**src/rtl/veririsc_pkg.sv**
```systemverilog
// Shared encodings for the VeriRISC CPU control path.
// Opcode values, phase numbering and the ALU-opcode class.
package veririsc_pkg;

  localparam int OP_W    = 3;
  localparam int PHASE_W = 3;

  localparam logic [2:0] OP_HLT = 3'd0;
  localparam logic [2:0] OP_SKZ = 3'd1;
  localparam logic [2:0] OP_ADD = 3'd2;
  localparam logic [2:0] OP_AND = 3'd3;
  localparam logic [2:0] OP_XOR = 3'd4;
  localparam logic [2:0] OP_LDA = 3'd5;
  localparam logic [2:0] OP_STO = 3'd6;
  localparam logic [2:0] OP_JMP = 3'd7;

  localparam logic [2:0] PH_INST_ADDR  = 3'd0;
  localparam logic [2:0] PH_INST_FETCH = 3'd1;
  localparam logic [2:0] PH_INST_LOAD  = 3'd2;
  localparam logic [2:0] PH_IDLE       = 3'd3;
  localparam logic [2:0] PH_OP_ADDR    = 3'd4;
  localparam logic [2:0] PH_OP_FETCH   = 3'd5;
  localparam logic [2:0] PH_ALU_OP     = 3'd6;
  localparam logic [2:0] PH_STORE      = 3'd7;

  function automatic logic is_aluop(logic [2:0] op);
    return (op == OP_ADD) || (op == OP_AND) ||
           (op == OP_XOR) || (op == OP_LDA);
  endfunction

endpackage

```
**src/rtl/cpu_sequencer.sv**
```systemverilog
// VeriRISC phase sequencer: 8-phase instruction cycle,
// per-phase strobes for PC, memory, IR and accumulator.
module cpu_sequencer
  import veririsc_pkg::*;
#(
  parameter int OP_W    = 3,
  parameter int PHASE_W = 3
) (
  input  logic            clk,
  input  logic            rst,
  input  logic [OP_W-1:0] opcode,
  input  logic            zero,
  output logic            sel,
  output logic            rd,
  output logic            ld_ir,
  output logic            inc_pc,
  output logic            ld_pc,
  output logic            halt,
  output logic            data_e,
  output logic            ld_ac,
  output logic            wr
);

  logic [PHASE_W-1:0] phase;
  logic [PHASE_W-1:0] phase_nxt;
  logic               halted;
  logic               halted_nxt;
  logic               aluop;

  always_ff @(posedge clk or negedge rst) begin
    if (!rst) begin
      phase  <= '0;
      halted <= 1'b0;
    end else begin
      phase  <= phase_nxt;
      halted <= halted_nxt;
    end
  end

  // Phase freezes at OP_ADDR once HLT is taken
  always_comb begin
    phase_nxt  = phase;
    halted_nxt = halted;
    if (!halted) begin
      if (phase == PH_OP_ADDR && opcode == OP_HLT)
        halted_nxt = 1'b1;
      else
        phase_nxt = phase + PHASE_W'(1);
    end
  end

  assign aluop = is_aluop(opcode);

  // Phases 0..3 never look at opcode/zero
  always_comb begin
    sel    = 1'b0;
    rd     = 1'b0;
    ld_ir  = 1'b0;
    inc_pc = 1'b0;
    ld_pc  = 1'b0;
    halt   = 1'b0;
    data_e = 1'b0;
    ld_ac  = 1'b0;
    wr     = 1'b0;
    if (halted) begin
      halt = 1'b1;
    end else begin
      unique case (phase)
        PH_INST_ADDR: begin
          sel = 1'b1;
        end
        PH_INST_FETCH: begin
          sel = 1'b1;
          rd  = 1'b1;
        end
        PH_INST_LOAD, PH_IDLE: begin
          sel   = 1'b1;
          rd    = 1'b1;
          ld_ir = 1'b1;
        end
        PH_OP_ADDR: begin
          inc_pc = 1'b1;
          halt   = (opcode == OP_HLT);
        end
        PH_OP_FETCH: begin
          rd = aluop;
        end
        PH_ALU_OP: begin
          rd     = aluop;
          inc_pc = (opcode == OP_SKZ) && zero;
          ld_pc  = (opcode == OP_JMP);
          data_e = (opcode == OP_STO);
        end
        PH_STORE: begin
          rd     = aluop;
          ld_ac  = aluop;
          ld_pc  = (opcode == OP_JMP);
          wr     = (opcode == OP_STO);
          data_e = (opcode == OP_STO);
        end
        default: begin
          sel = 1'b0;
        end
      endcase
    end
  end

endmodule

```
**config.mk**
```make
export PLATFORM = sky130hd
export DESIGN_NAME = cpu_sequencer
export DESIGN_NICKNAME = d
export VERILOG_FILES = /design/src/rtl/veririsc_pkg.sv /design/src/rtl/cpu_sequencer.sv
export SDC_FILE = /design/constraint.sdc
export NUM_CORES = 1
export LEC_CHECK = 0
export CAP_MARGIN = 20
export CORE_AREA = 5 5 42 44
export DETAILED_ROUTE_END_ITERATION = 6
export DIE_AREA = 0 0 47 49
export PLACE_DENSITY = 0.68
export SETUP_SLACK_MARGIN = 0.3
export SLEW_MARGIN = 30
export SYNTH_ARGS = -nofsm -noshare
export SYNTH_HDL_FRONTEND = slang
export SYNTH_SLANG_ARGS = --single-unit
```
**constraint.sdc**
```tcl
create_clock -name clk -period 2.3 [get_ports clk]
set_input_delay 0.345 -clock clk [delete_from_list [all_inputs] [get_ports clk]]
set_output_delay 0.345 -clock clk [all_outputs]
set_load 0.005 [all_outputs]
```
# Yosys cells after proc, flatten, opt, wreduce, memory -nomap -nowiden
# Index checks and enable logic that the tools add are counted.
# op_classes
addsub	1
n_eq_ne	14
muxes	20
n_bitwise	2
reduce_logical	13
# ops
operator	n
3-bit == test (second input constant)	8
1-bit two-way mux	18
3-bit by 2-bit == test with 1-bit output (second input constant)	4
3-bit by 1-bit == test with 1-bit output (second input constant)	2
3-bit logical NOT	2
3-bit OR reduction	2
1-bit case mux with 2 select lines	2
2-bit OR reduction	2
4-bit OR reduction	1
3-bit by 1-bit adder with 3-bit output (second input constant)	1
1-bit logical OR	3
1-bit logical AND	2
1-bit NOT	2
2-bit AND reduction	1
# word_totals
regBits	4
input_bits	6
output_inout_bits	9
wordCells	52

# Depth between registers and ports, before layout
# Gate-level depths: netlist of the first run.
# logic_depth
ltp_word	6
mapped_depth	5
ltp_nobuf	5

# Worst setup path after synthesis of the first run
# No wires, ideal clock.
# synth_path
kind	reg-to-output
startpoint	register phase[0]
endpoint	output port rd
arrival_ns	1.252
t_required_ns	1.955
slack_ns	0.703
path_stages_with_launch	6
n_path_buf	0
cell_sequence	dfrtp_1 ha_1 ha_1 nor3_1 a311oi_1 or2_1
# synth_via
elab_chain_cells	4
word_cells_on_any_way	10
cone_classes	eq/ne (6); mux (2); reduce/logical (2)
# synth_rtl
element	line_no	text
start: declaration	cpu_sequencer.sv:24	logic [PHASE_W-1:0] phase;
start signal: assignment	cpu_sequencer.sv:35	phase <= phase_nxt;
3-bit == test, or another cell as far along	cpu_sequencer.sv:68	unique case (phase)
3-bit OR reduction (no source line)	--	
1-bit case mux with 2 select lines *	cpu_sequencer.sv:68	
1-bit two-way mux *	cpu_sequencer.sv:65	if (halted) begin
end: declaration	cpu_sequencer.sv:14	output logic rd,
# Every way passes the cells marked *; elsewhere a longest branch is shown, timed or not.

# Final worst setup path of the first run
# layout_path
startpoint	register phase[0]
endpoint	output port sel
# layout_via
elab_chain_cells	4
word_cells_on_any_way	7
cone_classes	eq/ne (3); mux (2); reduce/logical (2)
# layout_rtl
element	line_no	text
3-bit by 2-bit == test with 1-bit output, or another cell as far along	cpu_sequencer.sv:68	
4-bit OR reduction (no source line) *	--	
1-bit two-way mux *	cpu_sequencer.sv:68	
1-bit two-way mux *	cpu_sequencer.sv:65	
end: declaration	cpu_sequencer.sv:13	output logic sel,
# Marked as above.

==> results.sh, run 1 <==
export IMPL_htreeDepth=1
export IMPL_finalSetupViolations=0
export IMPL_synth_distinct_cells=20
export IMPL_port_buffers=14
export IMPL_holdCritPathClass="in2async"
export IMPL_start_util_pct=27.2
export IMPL_path_cells="buf_6, ha_2, or3_4, a21oi_2, nor2_1, clkbuf_2"
export IMPL_worstSetupStartpointType="register"
export IMPL_critical_path_required_ps=1960
export IMPL_crit_type="reg2out"
export IMPL_ys_seq_area_share_pct=26.2
export IMPL_dp_hpwl_um=672
export IMPL_track_usage_pct=9.81
export IMPL_met3_usage_pct=1.11
export IMPL_cts_buffer_depth=2
export IMPL_synthCells=40
export IMPL_worstMarginPinSlew_ps=287
export IMPL_cts_buffers=3
export IMPL_p_leak_nw=0.291
export IMPL_grt_use_met2_pct=15.4
export IMPL_overflow=0
export IMPL_cp_max_fo=4
export IMPL_place_gp_congestion=0.655
export IMPL_synth_edf_count=0
export IMPL_rows=14
export IMPL_drtIter0Drc=3
export IMPL_diodes=0
export IMPL_yosysTopAreaCell="dfrtp_1"
export IMPL_pin_count=15
export IMPL_layout_drive_gt1_share_pct=47.6
export IMPL_max_freq_ghz=0.510
export IMPL_fp_dieW_um=47
export IMPL_slowest_stage="dfrtp_2"
export IMPL_final_setup_worst_slack_ps=338
export IMPL_async_flop_share_pct=100
export IMPL_synth_seq_cells=4
export IMPL_post_route_util_pct=47.7
export IMPL_coreArea_mm2=0.00140
export IMPL_routed_via_density=4.75
export IMPL_synth_net_count=52
export IMPL_p_per_area_mw_per_mm2=1280
export IMPL_yosysWarnings=0
export IMPL_endpoint_kind="output pin"
export IMPL_antenna_found_initial=0
export IMPL_outcome="finished clean"
export IMPL_cp_buffers_inverters=2
export IMPL_timing_final_crit_share_pct=85.3
export IMPL_arrival_ps=1620
export IMPL_maxCapViolations=0
export IMPL_yosysMostFrequentCell="ha_1"
export IMPL_clkSinkCount=4
export IMPL_dr_pass1_iters=4
export IMPL_synth_ff_type="dfrtp_1"
export IMPL_grt_max_degree=10
export IMPL_clk_pin_slew_worst_paths_ps=30
export IMPL_finalHoldViolCount=0
export IMPL_root_buffer="clkbuf_4"
export IMPL_min_period_ps=1960
export IMPL_die_h_um=49
export IMPL_grt_pass1_vias=401
export IMPL_clock_latency_ps=230
export IMPL_cts_tree="built"
export IMPL_avgSynthCellArea_um2=9.54
export IMPL_yosys_area_top_type_share_pct=26.2
export IMPL_syn_area_um2=382
export IMPL_vias=375
export IMPL_dieArea_mm2=0.00230
export IMPL_finalMaxSlewViolations=0
export IMPL_pre_cts_slack_ps=23.7
export IMPL_ys_top_cells_by_count="ha_1 (6), inv_1 (5), dfrtp_1 (4)"
export IMPL_ant_nets=0
export IMPL_routed_wl_um=919
export IMPL_fin_tns_setup_ps=0
export IMPL_drc=0
export IMPL_wl_per_cell_um=11.6
export IMPL_critPathMaxStageDelay_ps=430
export IMPL_relSlewSlack_pct=80.8
export IMPL_synth_area_leaders="dfrtp_1 (26%), ha_1 (20%), nor4b_4 (6.2%)"
export IMPL_path_delay_family="flip-flops"
export IMPL_fin_nets=77
export IMPL_ctsHoldBuffers=0
export IMPL_rsz0062_at_grt="yes"
export IMPL_finClkSkew_ps=1.54
export IMPL_area_growth_pct=75.1
export IMPL_ir_worst_vdd_v=0.000608
export IMPL_grt_busiest_layer="met2"
export IMPL_grt_first_pass_wirelength_mm=1.64
export IMPL_met1_usage_pct=11.1
[worst paths after layout]
kind / start / endpoint / slack, ps / depth (start not counted)
worst min-delay path: rst / phase[1] / 310 / 1
worst min register to register: halted / halted / 670 / 2
max in group asynchronous: rst / phase[0] / 1810 / 1
worst max-delay path: phase[0] / sel / 340 / 6
worst max register to register: phase[0] / phase[1] / 710 / 6
min in group clk: halted / halted / 670 / 2
[layer usage]
metal,vias to the layer above,wire [µm]
met5,-,0
met4,0,26
met3,4,34
met2,10,492
met1,172,365
li1,189,-
[registers in the layout (all words and copies together), names as in the netlist]
name    flops
halted      1
phase       3
[layout make-up]
class | instances | area [µm²]
clock buffers | 3 | 22.5
fillers | 146 | 733
inverters | 5 | 18.8
multi-input cells | 30 | 330
flip-flops and latches | 4 | 101
well taps | 16 | 20.0
repair buffers | 21 | 175
[timing repair]
action,in CTS,in global routing
setup buffers,4,2
setup endpoints to repair,9,6
resized for setup,24,12
pin swaps,3,3
endpoints found under the hold margin,0,0
[stage by stage]
| step | std cells | hold WS (ps) | total power [mW] | area (µm²) |
|---|---|---|---|---|
| final | 79 | 312 | 0.856 | 668 |
| after global routing | 79 | 307 | 0.955 | 668 |
| after CTS | 77 | 308 | 0.791 | 642 |
| after detailed placement | 70 | 559 | 0.593 | 544 |
| after global placement | 70 | 556 | 0.587 | 544 |
| after floorplan | 40 | 49.4 | 0.419 | 382 |
[layout by cell type (no fill, tap or decap), types with 2 or more instances in the layout]
cell type / netlist / final
clkdlybuf4s50_1: 0 / 3
ha_4: 0 / 4
a21oi_2: 1 / 3
clkbuf_4: 0 / 3
inv_2: 0 / 2
dlygate4sd2_1: 0 / 8
buf_6: 0 / 2
dfrtp_1: 4 / 3
clkbuf_2: 0 / 3
buf_4: 0 / 5
xnor2_1: 2 / 2
o21ai_0: 2 / 2
inv_1: 5 / 3
nor3b_1: 2 / 2
ha_2: 0 / 2
nor2_1: 3 / 3
[cells by family after synthesis]
group	count (synthesis)	share of synthesized area (%)
adders and majority gates	6	19.7
xor gates and xnor gates	2	4.59
DFF	4	26.2
AOI/OAI and AO/OA	8	13.4
and+or+nand+nor	13	25.9
muxes	1	3.93
buffers and inverters	6	6.23
[report_power, final]
group | total (mW) | internal [mW] | switching [mW] | leakage, nW
Sequential | 0.180 | 0.112 | 0.0681 | 0.0458
Clock | 0.0839 | 0.0581 | 0.0257 | 0.0138
Combinational | 0.593 | 0.347 | 0.246 | 0.232
Total | 0.856 | 0.517 | 0.340 | 0.291
Power figures use the tool's default switching activity.
==> run 2: changes to the inputs <==
Settings changed: ABC_AREA set to 1, PLACE_DENSITY 0.68 to 0.69, SKIP_LAST_GASP set to 1.
Clock period 2.3 ns to 2.15 ns, I/O delays scaled along.
==> results.sh, run 2 <==
export IMPL_outcome="finished clean"
export IMPL_r2r_slack_ps=720
export IMPL_arrival_ps=1530
export IMPL_drtIter0Drc=3
export IMPL_worstRegToRegCells=10
export IMPL_track_usage_pct=9.82
export IMPL_synth_seq_cells=4
export IMPL_critical_path_required_ps=1830
export IMPL_dr_pass1_iters=4
export IMPL_ctsHoldBuffers=0
export IMPL_rows=14
export IMPL_layout_drive_gt1_share_pct=44.0
export IMPL_synth_distinct_cells=13
export IMPL_fin_nets=98
export IMPL_place_gp_congestion=0.810
export IMPL_ys_top_cells_by_count="nand2_1 (16), inv_1 (11), ha_1 (6)"
export IMPL_final_common_cell="nand2_1"
export IMPL_finalHoldViolCount=0
export IMPL_yosys_area_top_type_share_pct=25.1
export IMPL_nFillCells=156
export IMPL_yosysTopAreaCell="dfrtp_1"
export IMPL_synthCells=59
export IMPL_rr_startpoint="phase[0]"
export IMPL_power_frac_seq_pct=41.3
export IMPL_multi_input_area_um2=308
export IMPL_largest_reg_flops=3
export IMPL_fp_dieW_um=47
export IMPL_synth_ff_type="dfrtp_1"
export IMPL_combPwrFrac_pct=10.0
export IMPL_die_h_um=49
export IMPL_synth_edf_count=0
export IMPL_syn_area_um2=399
export IMPL_wl_per_cell_um=10.1
export IMPL_clkSinkCount=4
export IMPL_finalSetupViolations=0
export IMPL_ir_worst_vdd_v=0.000245
export IMPL_relSlewSlack_pct=83.0
export IMPL_routed_wl_mm=1.01
export IMPL_fin_tns_setup_ps=0
export IMPL_seq_area_um2=101
export IMPL_rsz0062_at_grt="yes"
export IMPL_area_growth_pct=65.8
export IMPL_dieArea_mm2=0.00230
export IMPL_p_leak_nw=0.332
export IMPL_drc=0
export IMPL_coreArea_mm2=0.00140
export IMPL_synth_net_count=71
export IMPL_grt_first_pass_wirelength_mm=1.64
export IMPL_cts_buffers=3
export IMPL_timing_final_crit_share_pct=86.1
export IMPL_finalMaxSlewViolations=0
export IMPL_maxCapViolations=0
export IMPL_port_buffers=14
export IMPL_avgSynthCellArea_um2=6.76
export IMPL_endpoint_kind="output pin"
export IMPL_crit_type="reg2out"
export IMPL_htreeDepth=1
export IMPL_power_switching_mw=0.0351
export IMPL_grt_pass1_vias=410
export IMPL_r2r_end="phase[2]"
export IMPL_top_register="phase"
export IMPL_ant_nets=0
export IMPL_min_period_ps=1850
export IMPL_finClkSkew_ps=3.75
export IMPL_root_buffer="clkbuf_4"
export IMPL_yosysWarnings=0
export IMPL_cts_buffer_depth=2
export IMPL_ys_seq_area_share_pct=25.1
export IMPL_holdCritPathClass="in2async"
export IMPL_clk_pin_slew_worst_paths_ps=40
export IMPL_clock_latency_ps=230
export IMPL_pin_count=15
export IMPL_async_flop_share_pct=100
export IMPL_cp_max_fo=4
export IMPL_max_freq_ghz=0.540
export IMPL_clockPowerShare_pct=48.6
export IMPL_p_int_mw=0.148
export IMPL_worstSetupStartpointType="register"
export IMPL_p_per_area_mw_per_mm2=277
export IMPL_start_util_pct=28.5
export IMPL_routed_via_density=4.47
export IMPL_crit_start="phase[0]"
export IMPL_worstMarginPinSlew_ps=255
export IMPL_overflow=0
export IMPL_top_regs="phase: 3 flops, halted: 1 flops"
export IMPL_dp_hpwl_um=709
export IMPL_vias=447
export IMPL_synth_area_leaders="dfrtp_1 (25%), ha_1 (19%), nand2_1 (15%)"
export IMPL_yosysMostFrequentCell="nand2_1"
export IMPL_diodes=0
export IMPL_final_cell_mix="nand2_1 (16), inv_1 (7), clkbuf_2 (6), buf_4 (6)"
export IMPL_grt_max_degree=9
export IMPL_sw_frac_of_total_pct=19.2
export IMPL_antenna_found_initial=0
export IMPL_power_total_mw=0.183
export IMPL_cts_tree="built"
export IMPL_cp_endpoint="rd"
-- run 2: final cells by class --
cell class                 instances  share of cell area, %
inverter                          11                   6.62
sequential                         4                   15.3
multi-input combinational         44                   46.5
clock buffer                       3                   3.40
timing repair buffer              22                   25.1
tap                               16                   3.02
-- run 2: timing repair --
item                                    in CTS  in global routing
buffers inserted                             5                  3
hold endpoints to repair                     0                  0
endpoints found under the setup margin       9                  8
gates resized for setup                     21                 26
pin swaps                                    3                  6
-- run 2: worst max-delay path, stage by stage (launching register included) --
cell     delay, ps
dfrtp_1        420
ha_2           220
ha_2           170
inv_2           30
nand2_1         70
nor2_2          40
buf_4          130
a21oi_2        110
buf_2          120
-- run 2: layer usage --
| metal | track usage, % | vias up | share of wire [%] |
|---|---|---|---|
| li1 | - | 237 | - |
| met1 | 11.1 | 202 | 42 |
| met2 | 15.4 | 8 | 54 |
| met3 | 2.21 | 0 | 3.7 |
| met4 | 6.91 | 0 | 0 |
| met5 | 0 | - | 0 |
-- run 2: worst min path at each step --
stage              from       end  slack [ps]  cells past startpoint
2_1_floorplan       rst    halted          30                      0
3_3_place_gp   phase[1]  phase[1]         520                      2
3_5_place_dp        rst  phase[1]         530                      1
4_1_cts             rst  phase[1]         280                      1
5_1_grt             rst  phase[1]         280                      1
6_report            rst  phase[1]         290                      1
-- run 2: power by group through the flow --
stage	clock, mW	combinational, mW	sequential, mW
floorplan	0	0.00545	0.0767
global placement	0	0.0181	0.0767
detailed placement	0	0.0182	0.0767
CTS	0.0963	0.0182	0.0757
global route	0.0998	0.0198	0.0756
finish	0.0890	0.0184	0.0757
-- run 2: stage by stage --
step,util (%),hold slack [ps],instance area (µm²),setup WS (ps),std cells
2_1_floorplan,-,26.9,399,762,59
3_3_place_gp,39.9,520,559,63.5,89
3_5_place_dp,39.9,531,559,49.4,89
4_1_cts,44.6,281,626,223,97
5_1_grt,47.2,284,662,201,100
6_report,47.2,289,662,298,100
-- run 2: cells by family after synthesis --
logic type	Yosys count	share of synthesized area [%]
and+or+nand+nor	34	40.8
buffers and inverters	11	10.3
adders and majority gates	6	18.8
AOI/OAI and AO/OA	4	5.02
DFF	4	25.1
